$ cat config.mk
export PLATFORM = sky130hd
export DESIGN_NAME = timer_irq_src
export DESIGN_NICKNAME = d
export VERILOG_FILES = /design/src/rtl/timer_irq_src.sv
export SDC_FILE = /design/constraint.sdc
export NUM_CORES = 1
export LEC_CHECK = 0
export ABC_AREA = 0
export CELL_PAD_IN_SITES_DETAIL_PLACEMENT = 1
export CELL_PAD_IN_SITES_GLOBAL_PLACEMENT = 1
export CORE_UTILIZATION = 41
export CTS_CLUSTER_DIAMETER = 200
export CTS_CLUSTER_SIZE = 12
export DETAILED_ROUTE_END_ITERATION = 7
export GPL_TIMING_DRIVEN = 0
export PLACE_DENSITY_LB_ADDON = 0.1
export SYNTH_ARGS = -nofsm -noshare
export SYNTH_HDL_FRONTEND = slang
export SYNTH_SLANG_ARGS = --single-unit
$ cat constraint.sdc
create_clock -name clk -period 3.2 [get_ports clk]
set_input_delay 0.96 -clock clk [delete_from_list [all_inputs] [get_ports clk]]
set_output_delay 0.96 -clock clk [all_outputs]
set_load 0.01 [all_outputs]
$ cat src/rtl/timer_irq_src.sv
// rtl/timer_irq_src.sv - memory-mapped countdown timer driving one CP0 HWInt line (optional prescaler: TIMER_PRESCALE_EN)
module timer_irq_src #(
    parameter logic [31:0] RESET_PRESET = 32'd0
) (
    input  logic        clk,
    input  logic        reset,
    input  logic [1:0]  Addr,
    input  logic        We,
    input  logic [31:0] DIn,
    output logic [31:0] DOut,
    output logic        IRQ
);

    typedef enum logic [1:0] {
        IDLE = 2'd0,
        LOAD = 2'd1,
        CNT  = 2'd2,
        INT  = 2'd3
    } state_t;

    state_t      state;
    state_t      state_nx;

    logic        ctrl_en;
    logic [1:0]  ctrl_mode;
    logic        ctrl_im;
    logic [31:0] preset;
    logic [31:0] count;
    logic [31:0] count_nx;
    logic        irq_flag;

    logic        irq_set;
    logic        irq_clr_fsm;
    logic        en_clr;
    logic        step_ok;

    logic        wr_ctrl;
    logic        wr_preset;
    logic [31:0] ctrl_rd;

`ifdef TIMER_PRESCALE_EN
    logic [3:0]  ctrl_psc;
    logic [3:0]  tick;
    logic [3:0]  tick_nx;

    // The countdown only advances once the tick counter has reached PSC.
    assign step_ok = (tick == ctrl_psc);
    assign ctrl_rd = {24'b0, ctrl_psc, ctrl_im, ctrl_mode, ctrl_en};
`else
    assign step_ok = 1'b1;
    assign ctrl_rd = {28'b0, ctrl_im, ctrl_mode, ctrl_en};
`endif

    assign wr_ctrl   = We && (Addr == 2'd0);
    assign wr_preset = We && (Addr == 2'd1);

    // Next-state and datapath decisions of the countdown FSM.
    always_comb begin
        state_nx    = state;
        count_nx    = count;
        irq_set     = 1'b0;
        irq_clr_fsm = 1'b0;
        en_clr      = 1'b0;
`ifdef TIMER_PRESCALE_EN
        tick_nx     = tick;
`endif
        case (state)
            IDLE: begin
                if (ctrl_en) begin
                    state_nx = LOAD;
                end
            end
            LOAD: begin
                count_nx = preset;
`ifdef TIMER_PRESCALE_EN
                tick_nx  = 4'd0;
`endif
                state_nx = CNT;
            end
            CNT: begin
                if (!ctrl_en) begin
                    state_nx = IDLE;
                end else if (!step_ok) begin
`ifdef TIMER_PRESCALE_EN
                    tick_nx = tick + 4'd1;
`endif
                end else begin
`ifdef TIMER_PRESCALE_EN
                    tick_nx = 4'd0;
`endif
                    // Terminal at 1 (not 0) so PRESET=0 behaves as 1 and COUNT never wraps.
                    if (count > 32'd1) begin
                        count_nx = count - 32'd1;
                    end else begin
                        count_nx = 32'd0;
                        irq_set  = 1'b1;
                        state_nx = INT;
                    end
                end
            end
            INT: begin
                if (ctrl_mode == 2'd1) begin
                    irq_clr_fsm = 1'b1;
                    state_nx    = LOAD;
                end else begin
                    en_clr   = 1'b1;
                    state_nx = IDLE;
                end
            end
            default: state_nx = IDLE;
        endcase
    end

    // FSM state, count and prescale tick registers.
    always_ff @(posedge clk or posedge reset) begin
        if (reset) begin
            state <= IDLE;
            count <= 32'd0;
`ifdef TIMER_PRESCALE_EN
            tick  <= 4'd0;
`endif
        end else begin
            state <= state_nx;
            count <= count_nx;
`ifdef TIMER_PRESCALE_EN
            tick  <= tick_nx;
`endif
        end
    end

    // CTRL register: a bus write overrides the FSM's one-shot EN clear.
    always_ff @(posedge clk or posedge reset) begin
        if (reset) begin
            ctrl_en   <= 1'b0;
            ctrl_mode <= 2'd0;
            ctrl_im   <= 1'b0;
`ifdef TIMER_PRESCALE_EN
            ctrl_psc  <= 4'd0;
`endif
        end else if (wr_ctrl) begin
            ctrl_en   <= DIn[0];
            ctrl_mode <= DIn[2:1];
            ctrl_im   <= DIn[3];
`ifdef TIMER_PRESCALE_EN
            ctrl_psc  <= DIn[7:4];
`endif
        end else if (en_clr) begin
            ctrl_en   <= 1'b0;
        end
    end

    // PRESET register; only reaches COUNT on the next LOAD.
    always_ff @(posedge clk or posedge reset) begin
        if (reset) begin
            preset <= RESET_PRESET;
        end else if (wr_preset) begin
            preset <= DIn;
        end
    end

    // Interrupt flag: expiry set beats a same-cycle software acknowledge.
    always_ff @(posedge clk or posedge reset) begin
        if (reset) begin
            irq_flag <= 1'b0;
        end else if (irq_set) begin
            irq_flag <= 1'b1;
        end else if (wr_ctrl || wr_preset || irq_clr_fsm) begin
            irq_flag <= 1'b0;
        end
    end

    // Combinational register read mux.
    always_comb begin
        DOut = 32'd0;
        case (Addr)
            2'd0:    DOut = ctrl_rd;
            2'd1:    DOut = preset;
            2'd2:    DOut = count;
            default: DOut = 32'd0;
        endcase
    end

    assign IRQ = irq_flag & ctrl_im;

endmodule

==> results of run 1 <==
==> kinds of logic after synthesis <==
| kind of cell | after synthesis | synth area share (%) |
|---|---|---|
| AO/OA/AOI/OAI | 115 | 20.5 |
| XOR/XNOR | 1 | 0.214 |
| adder cells (fa/ha/maj) | 2 | 0.610 |
| buffers and inverters | 38 | 3.81 |
| flip-flops | 71 | 43.3 |
| multiplexers | 47 | 12.5 |
| AND/OR/NAND/NOR | 142 | 19.0 |
==> state kept, by name, indices dropped and copies added (netlist names) <==
register,count
count,32
ctrl_en,1
ctrl_im,1
ctrl_mode,2
irq_flag,1
preset,32
state,2
==> power breakdown <==
part	internal [mW]	switching [mW]	leakage, nW
combinational	0.695	0.982	1.27
sequential	1.18	0.380	0.851
clock	0.480	0.367	0.112
==> timing repair <==
item | 4_1_cts | 5_1_grt
endpoints found under the setup margin | 32 | 30
pin swaps | 0 | 0
buffers inserted | 2 | 0
resized for setup | 63 | 2
==> Yosys cell counts (4+ instances only) <==
cell,number
a32oi_1,4
buf_1,6
a21oi_1,15
a22o_1,29
buf_2,5
or3_1,10
nor2b_1,6
o22ai_1,8
and3_1,5
inv_1,7
mux2_2,35
a22oi_1,8
clkbuf_1,19
o31ai_1,4
nand3_1,21
nand2b_1,5
or4_1,6
nor4_1,5
o21ai_0,17
o2111ai_1,4
dfrtp_1,71
mux2i_1,12
o211ai_1,6
nor3_1,11
nand2_1,23
nor2_1,30
==> through the flow <==
| stage | setup TNS, ps | worst slack [ps] | utilization (%) |
|---|---|---|---|
| 2_1_floorplan | 0 | 86.3 | - |
| 3_3_place_gp | -109880 | -1410 | 50.9 |
| 3_5_place_dp | -43260 | -1450 | 51.2 |
| 4_1_cts | -2.98 | -2.98 | 54.4 |
| 5_1_grt | 0 | 30.6 | 54.4 |
| 6_report | 0 | 81.4 | 54.4 |
==> routing by layer <==
layer	track usage, %	up-vias	wire length, um
li1	-	1759	-
met1	38.7	2053	6190
met2	49.2	151	7030
met3	5.20	35	839
met4	11.9	0	448
met5	0	-	0
==> critical path, delay by kind of cell <==
kind,cells,cell delay (ps)
buf+inv,4,780
compound gates,1,240
simple gates,1,170
==> worst paths after layout <==
path                            startpoint    endpoint  cells after the start
max in group asynchronous            reset    count[7]                      3
worst min-delay path            preset[11]   count[11]                      2
worst max-delay path               Addr[0]    DOut[26]                      6
worst max register to register   count[22]   count[23]                      6
worst min register to register  preset[11]   count[11]                      2
min in group asynchronous            reset  preset[27]                      2
==> final cells by class <==
| cell class | count | area (sq um) |
|---|---|---|
| inverters | 7 | 28.8 |
| clock buffers | 11 | 151 |
| fillers | 1122 | 4440 |
| plain buffers | 31 | 238 |
| flip-flops and latches | 71 | 1780 |
| clock inverters | 5 | 80.1 |
| multi-input cells | 307 | 2170 |
| well taps | 133 | 166 |
| repair buffers | 71 | 679 |
==> metrics.csv, run 1 <==
metric,value,unit
worstSetupStartpointType,input pin,
synth_cell_types,53,
place.gp.congestion,0.873,
cap_violations,0,
synth_area_leader_cell,dfrtp_1,
power-per-cell-area,773,nW/um^2
syn_area_per_cell,9.86,sq um
dp_hpwl,9970,um
vias,3998,
r2r_slack,270,ps
slew_viol_final,0,
grt_pass1_vias,4114,
setup_viol,0,
total_power,4.09,mW
core_area,9730,sq um
crit_required,2240,ps
vias_per_cell,6.29,
period_share,97.5,%
max_freq,321,MHz
cts_tree,yes,
cts_sinks,71,
worst-setup-path-type,input pin to output pin,
mostFrequentLayoutCell,dfrtp_1,
gr-total-overflow,0,
yosys.area.top_type_share,43.3,%
clk_pin_slew,80,ps
worstSetupEndpointType,output pin,
ys_warn_count,0,
antenna_found_initial,0,
drtIter0Drc,175,
fin_skew,6.79,ps
layout_common_cells,"71 x dfrtp_1, 35 x mux2_2, 35 x clkdlybuf4s50_1",
path_max_fanout,10,
syn2layout_area_growth,29.0,%
stdcell_area,5290,sq um
hold_class,flop to flop,
antenna_cells,0,
synth_edf_count,0,
async_flop_share,100,%
wire_per_inst,22.8,um
cp_slowest_cell,dlygate4sd2_1,
ctsHtreeMaxLevel,3,
final_period_minus_worst_setup_slack,3120,ps
rsz0062_at_grt,false,
p_leak,2.24,nW
synth.area.top_cells,"dfrtp_1 43%, mux2_2 9.6%, a22o_1 6.2%",
seq_area_frac_synth,43.3,%
slowest_delay,280,ps
portBuffers,68,
drc,0,
fp.dieW,102,um
netlist_area,4100,sq um
crit_chain,buf_2 -> nor2b_2 -> clkbuf_8 -> clkbuf_16 -> a22o_1 -> dlygate4sd2_1,
ys_ff_latch,71,
crit_arrival,2160,ps
wl,14500,um
synthFlopType,dfrtp_1,
clock-root-buffer,clkbuf_8,
worstMarginPinSlew,812,ps
start_util,42.2,%
fin_nets,537,
fp-row-count,36,
grt_pass1_wl,23100,um
die-area,10400,sq um
die_h,102,um
slew_headroom,45.9,%
ant_nets,0,
cts_made_buffers,9,
drt_pass1_iterations,7,
hold_viol_final,0,
whs,533,ps
synthCells,416,
dpl.cell_count,618,
clockBufferDepth,2,
hold_buffers,0,
grt_util_all_layers,29.8,%
status,"finished, final reports clean",
grt_start_max_net_pins,43,
drive_gt1_share,15.5,%
irDropWorstVdd,0.299,mV
synth_fp_nets,455,
io_pins,70,
clkLatencyLatePin,350,ps
dpl_cell_area,4980,sq um
fin_cells,636,
Note: power is estimated with default switching activity, not from simulation.
==> run 2: changes to the inputs <==
HOLD_SLACK_MARGIN = 0.06   (was not set)
SETUP_SLACK_MARGIN = 0.3   (was not set)
==> run 2 against run 1 <==
Against the previous run:
- via count rose by 1.2%
- hold slack got worse by 13 ps
- critical path type unchanged
- core utilization rose by 0.73 points
- non-clock buffer count rose by 13
- largest power group unchanged
- critical path depth did not move
- die area did not move
- first-iteration DRC count rose by 62%
- the run now ends with design-rule violations left
- flip-flop and latch count did not move
- combinational power rose by 2%
- final cell count rose by 2.0%
==> metrics.csv, run 2 (synthesis results as in run 1) <==
metric,value,unit
cap_violations,0,
gr-total-overflow,0,
start_util,42.2,%
layout_common_cells,"71 x dfrtp_1, 35 x mux2_2, 35 x clkdlybuf4s50_1",
slew_viol_final,0,
worstMarginPinSlew,852,ps
grt_start_max_net_pins,44,
place.gp.congestion,0.903,
fin_skew,10.2,ps
hold-path-cell-count,2,
detailedPlace.worstSlack,-965,ps
status,finished with violations,
io_pins,70,
wire_per_inst,23.6,um
antenna_cells,0,
period_share,90.5,%
hold_class,flop to flop,
vias_per_cell,6.23,
setup_viol,0,
fin_cells,649,
syn2layout_area_growth,30.8,%
rsz0062_at_grt,true,
fp.dieW,102,um
min_from,irq_flag,
r2r_start,count[8],
clock-root-buffer,clkbuf_8,
clk_pin_slew,80,ps
portBuffers,68,
power-per-cell-area,752,nW/um^2
antenna_found_initial,0,
final_period_minus_worst_setup_slack,2900,ps
cts_made_buffers,9,
stdcell_area,5360,sq um
crit_required,2240,ps
worstSetupStartpointType,input pin,
drt_pass1_iterations,7,
fin_nets,550,
worst-setup-path-type,input pin to output pin,
seqCellArea,1780,sq um
violations,design-rule violations,
setup_tns,0,ps
mostFrequentLayoutCell,dfrtp_1,
ant_nets,0,
r2r_cells,7,
clockBufferDepth,2,
critPathLaunch,Addr[0],
hold_viol_final,0,
reg_top3,"count x32, preset x32",
layout_setup_ws,305,ps
path_max_fanout,7,
die_h,102,um
dp_hpwl,9850,um
total_power,4.03,mW
core_area,9730,sq um
drtIter0Drc,283,
slew_headroom,42.7,%
drc,1,
final_util,55.1,%
max_freq,345,MHz
dpl.cell_count,618,
grt_pass1_wl,23600,um
multi_input_area,2200,sq um
p_leak,2.28,nW
clkLatencyLatePin,370,ps
fp-row-count,36,
worstSetupEndpointType,output pin,
wl,15300,um
die-area,10400,sq um
drive_gt1_share,23.8,%
cts_tree,yes,
irDropWorstVdd,0.304,mV
grt_util_all_layers,31.1,%
cts_sinks,71,
dpl_cell_area,4990,sq um
ctsHtreeMaxLevel,3,
whs,520,ps
crit_arrival,1940,ps
grt_pass1_vias,4091,
n_fill_cell,1129,
hold_buffers,0,
vias,4045,
-- run 2: path summary, 6_finish.rpt --
check / end / slack (ps)
max: DOut[6] / 300
min: irq_flag / 520
max reg2reg: count[23] / 380
min reg2reg: irq_flag / 520
max in group asynchronous: preset[6] / 1690
min in group asynchronous: preset[27] / 950
-- run 2: final cells by class --
class | instances | share of cell area [%]
Timing Repair Buffer | 84 | 13.7
Tap cell | 133 | 3.10
Sequential cell | 71 | 33.1
Buffer | 31 | 5.02
Multi-Input combinational cell | 307 | 41.0
Clock buffer | 12 | 2.71
Clock inverter | 4 | 0.840
Inverter | 7 | 0.537
-- run 2: timing repair --
item                                    4_1_cts  5_1_grt
resized for setup                           152       16
endpoints found under the hold margin         0        0
pin swaps                                     1       11
setup buffers                                 6        3
endpoints found under the setup margin       32       39
cloned                                        6        0
-- run 2: worst max-delay path, cell delays in order --
cell	delay, ps
buf_4	140
nor2b_4	150
buf_8	140
clkbuf_16	160
a22o_1	240
buf_2	140
-- run 2: report_power, final --
part | internal (mW) | leakage [nW] | switching, mW
combinational | 0.701 | 1.33 | 1.02
sequential | 1.18 | 0.851 | 0.383
clock | 0.379 | 0.100 | 0.370
total | 2.26 | 2.28 | 1.77
-- run 2: metal layers --
layer	vias to the layer above	GRT usage [%]	wire, um	part of all wire (%)
li1	1785	-	-	-
met2	182	50.2	7440	49
met5	-	0	0	0
met1	2037	40.3	6340	41
met4	0	15.7	556	3.6
met3	41	5.13	989	6.5
==> run 3: changes to the inputs <==
ABC_CLOCK_PERIOD_IN_PS = 3200   (was not set)
CORE_MARGIN = 8   (was not set)
SLEW_MARGIN = 0   (was not set)
==> run 3 against run 2 <==
Against the previous run:
- the run now ends clean
- total power shrank 2.2%
- setup slack gained 14 ps
- combinational power is essentially flat
- maximum frequency grew 0.48%
- count of clock-buffer cells in the layout is the same
- flip-flop and latch count is the same
- critical path depth is the same
- routed wire length grew 1.6%
==> metrics.csv, run 3 (synthesis results as in run 1) <==
metric,value,unit
status,"finished, final reports clean",
clockBufferDepth,2,
setup_viol,0,
clk_pin_slew,80,ps
max_freq,347,MHz
reg_top3,"count x32, preset x32",
power-per-cell-area,748,nW/um^2
clock-root-buffer,clkbuf_8,
hold_class,flop to flop,
grt_util_all_layers,23.5,%
detailedPlace.worstSlack,-967,ps
dp_hpwl,10400,um
start_util,42.2,%
slew_viol_final,0,
antenna_found_initial,0,
crit_required,2240,ps
final_period_minus_worst_setup_slack,2880,ps
drtIter0Drc,352,
p_leak,2.23,nW
dpl.cell_count,618,
dpl_cell_area,4990,sq um
core_area,9730,sq um
ctsHtreeMaxLevel,3,
die_h,116,um
period_share,90.0,%
cap_violations,0,
fin_cells,642,
syn2layout_area_growth,28.6,%
worstSetupEndpointType,output pin,
grt_use_met2,39.8,%
vias,3958,
vias_per_cell,6.17,
die-area,13500,sq um
path_max_fanout,8,
drc,0,
fp.dieW,116,um
busiest_layer,met2,
antenna_cells,0,
met3_usage,4.17,%
place.gp.congestion,0.886,
clkLatencyLatePin,360,ps
gr-total-overflow,0,
use_met1,29.8,%
slew_headroom,51.7,%
drive_gt1_share,22.8,%
hold_viol_final,0,
fin_nets,543,
io_pins,70,
total_power,3.94,mW
layout_setup_ws,319,ps
fin_skew,11.6,ps
rsz0062_at_grt,true,
grt_pass1_wl,24200,um
worst-setup-path-type,input pin to output pin,
layout_common_cells,"71 x dfrtp_1, 36 x buf_2, 35 x mux2_2, 35 x clkdlybuf4s50_1, 30 x nor2_1",
fp-row-count,36,
portBuffers,68,
irDropWorstVdd,0.278,mV
ant_nets,0,
cts_tree,yes,
mostFrequentLayoutCell,dfrtp_1,
worstSetupStartpointType,input pin,
drt_pass1_iterations,4,
worstMarginPinSlew,718,ps
stdcell_area,5270,sq um
cts_sinks,71,
grt_pass1_vias,4313,
setup_tns,0,ps
grt_start_max_net_pins,45,
wire_per_inst,24.2,um
cts_made_buffers,9,
crit_arrival,1920,ps
wl,15600,um
run 3: changes by cell type in the layout (fill, tap and decap cells not counted), sizes merged:
cell	delta
bufinv	-1
buf	-5
clkinv	+1
clkbuf	-2
run 3: final timing paths:
check	endpoint	cells past startpoint	start	slack, ps
max in group asynchronous	count[22]	3	reset	1690
hold / removal	count[11]	2	preset[11]	530
min in group asynchronous	preset[14]	2	reset	950
hold reg to reg	count[11]	2	preset[11]	530
setup reg to reg	count[23]	6	count[16]	410
setup / recovery	DOut[21]	6	Addr[0]	320
run 3: per-stage QoR:
stage,hold WS (ps),util [%]
3_5_place_dp,505,51.3
2_1_floorplan,461,-
6_report,528,54.2
5_1_grt,554,54.2
3_3_place_gp,499,51.0
4_1_cts,522,53.9
run 3: power by group:
group / internal [mW] / switching, mW
registers: 1.18 / 0.384
logic: 0.694 / 0.997
clock network: 0.319 / 0.368
total: 2.20 / 1.75
run 3: routing by layer:
metal	part of all wire (%)	routed length, um
met4	1.3	199
met2	49	7640
met5	0	0
met1	44	6770
met3	6.1	953
run 3: layout make-up:
cell class,count,area (sq um)
multi-input combinational,307,2190
fill,1122,4460
sequential,71,1780
inverter,7,28.8
clock inverter,4,20.0
buffer,31,279
timing repair buffer,77,656
tap,133,166
clock buffer,12,155
run 3: critical path, cell delays in order:
cell and delay [ps]:
buf_6 110, nor2b_4 120, clkbuf_16 170, clkbuf_8 170
a22o_1 240, buf_2 140
run 3: timing repair:
item / CTS / global route
hold buffers: 0 / 0
gates resized for setup: 159 / 6
hold endpoints to repair: 0 / 0
pin swaps: 1 / 1
endpoints found under the setup margin: 32 / 33
gates cloned: 4 / 1
setup buffers: 3 / 0
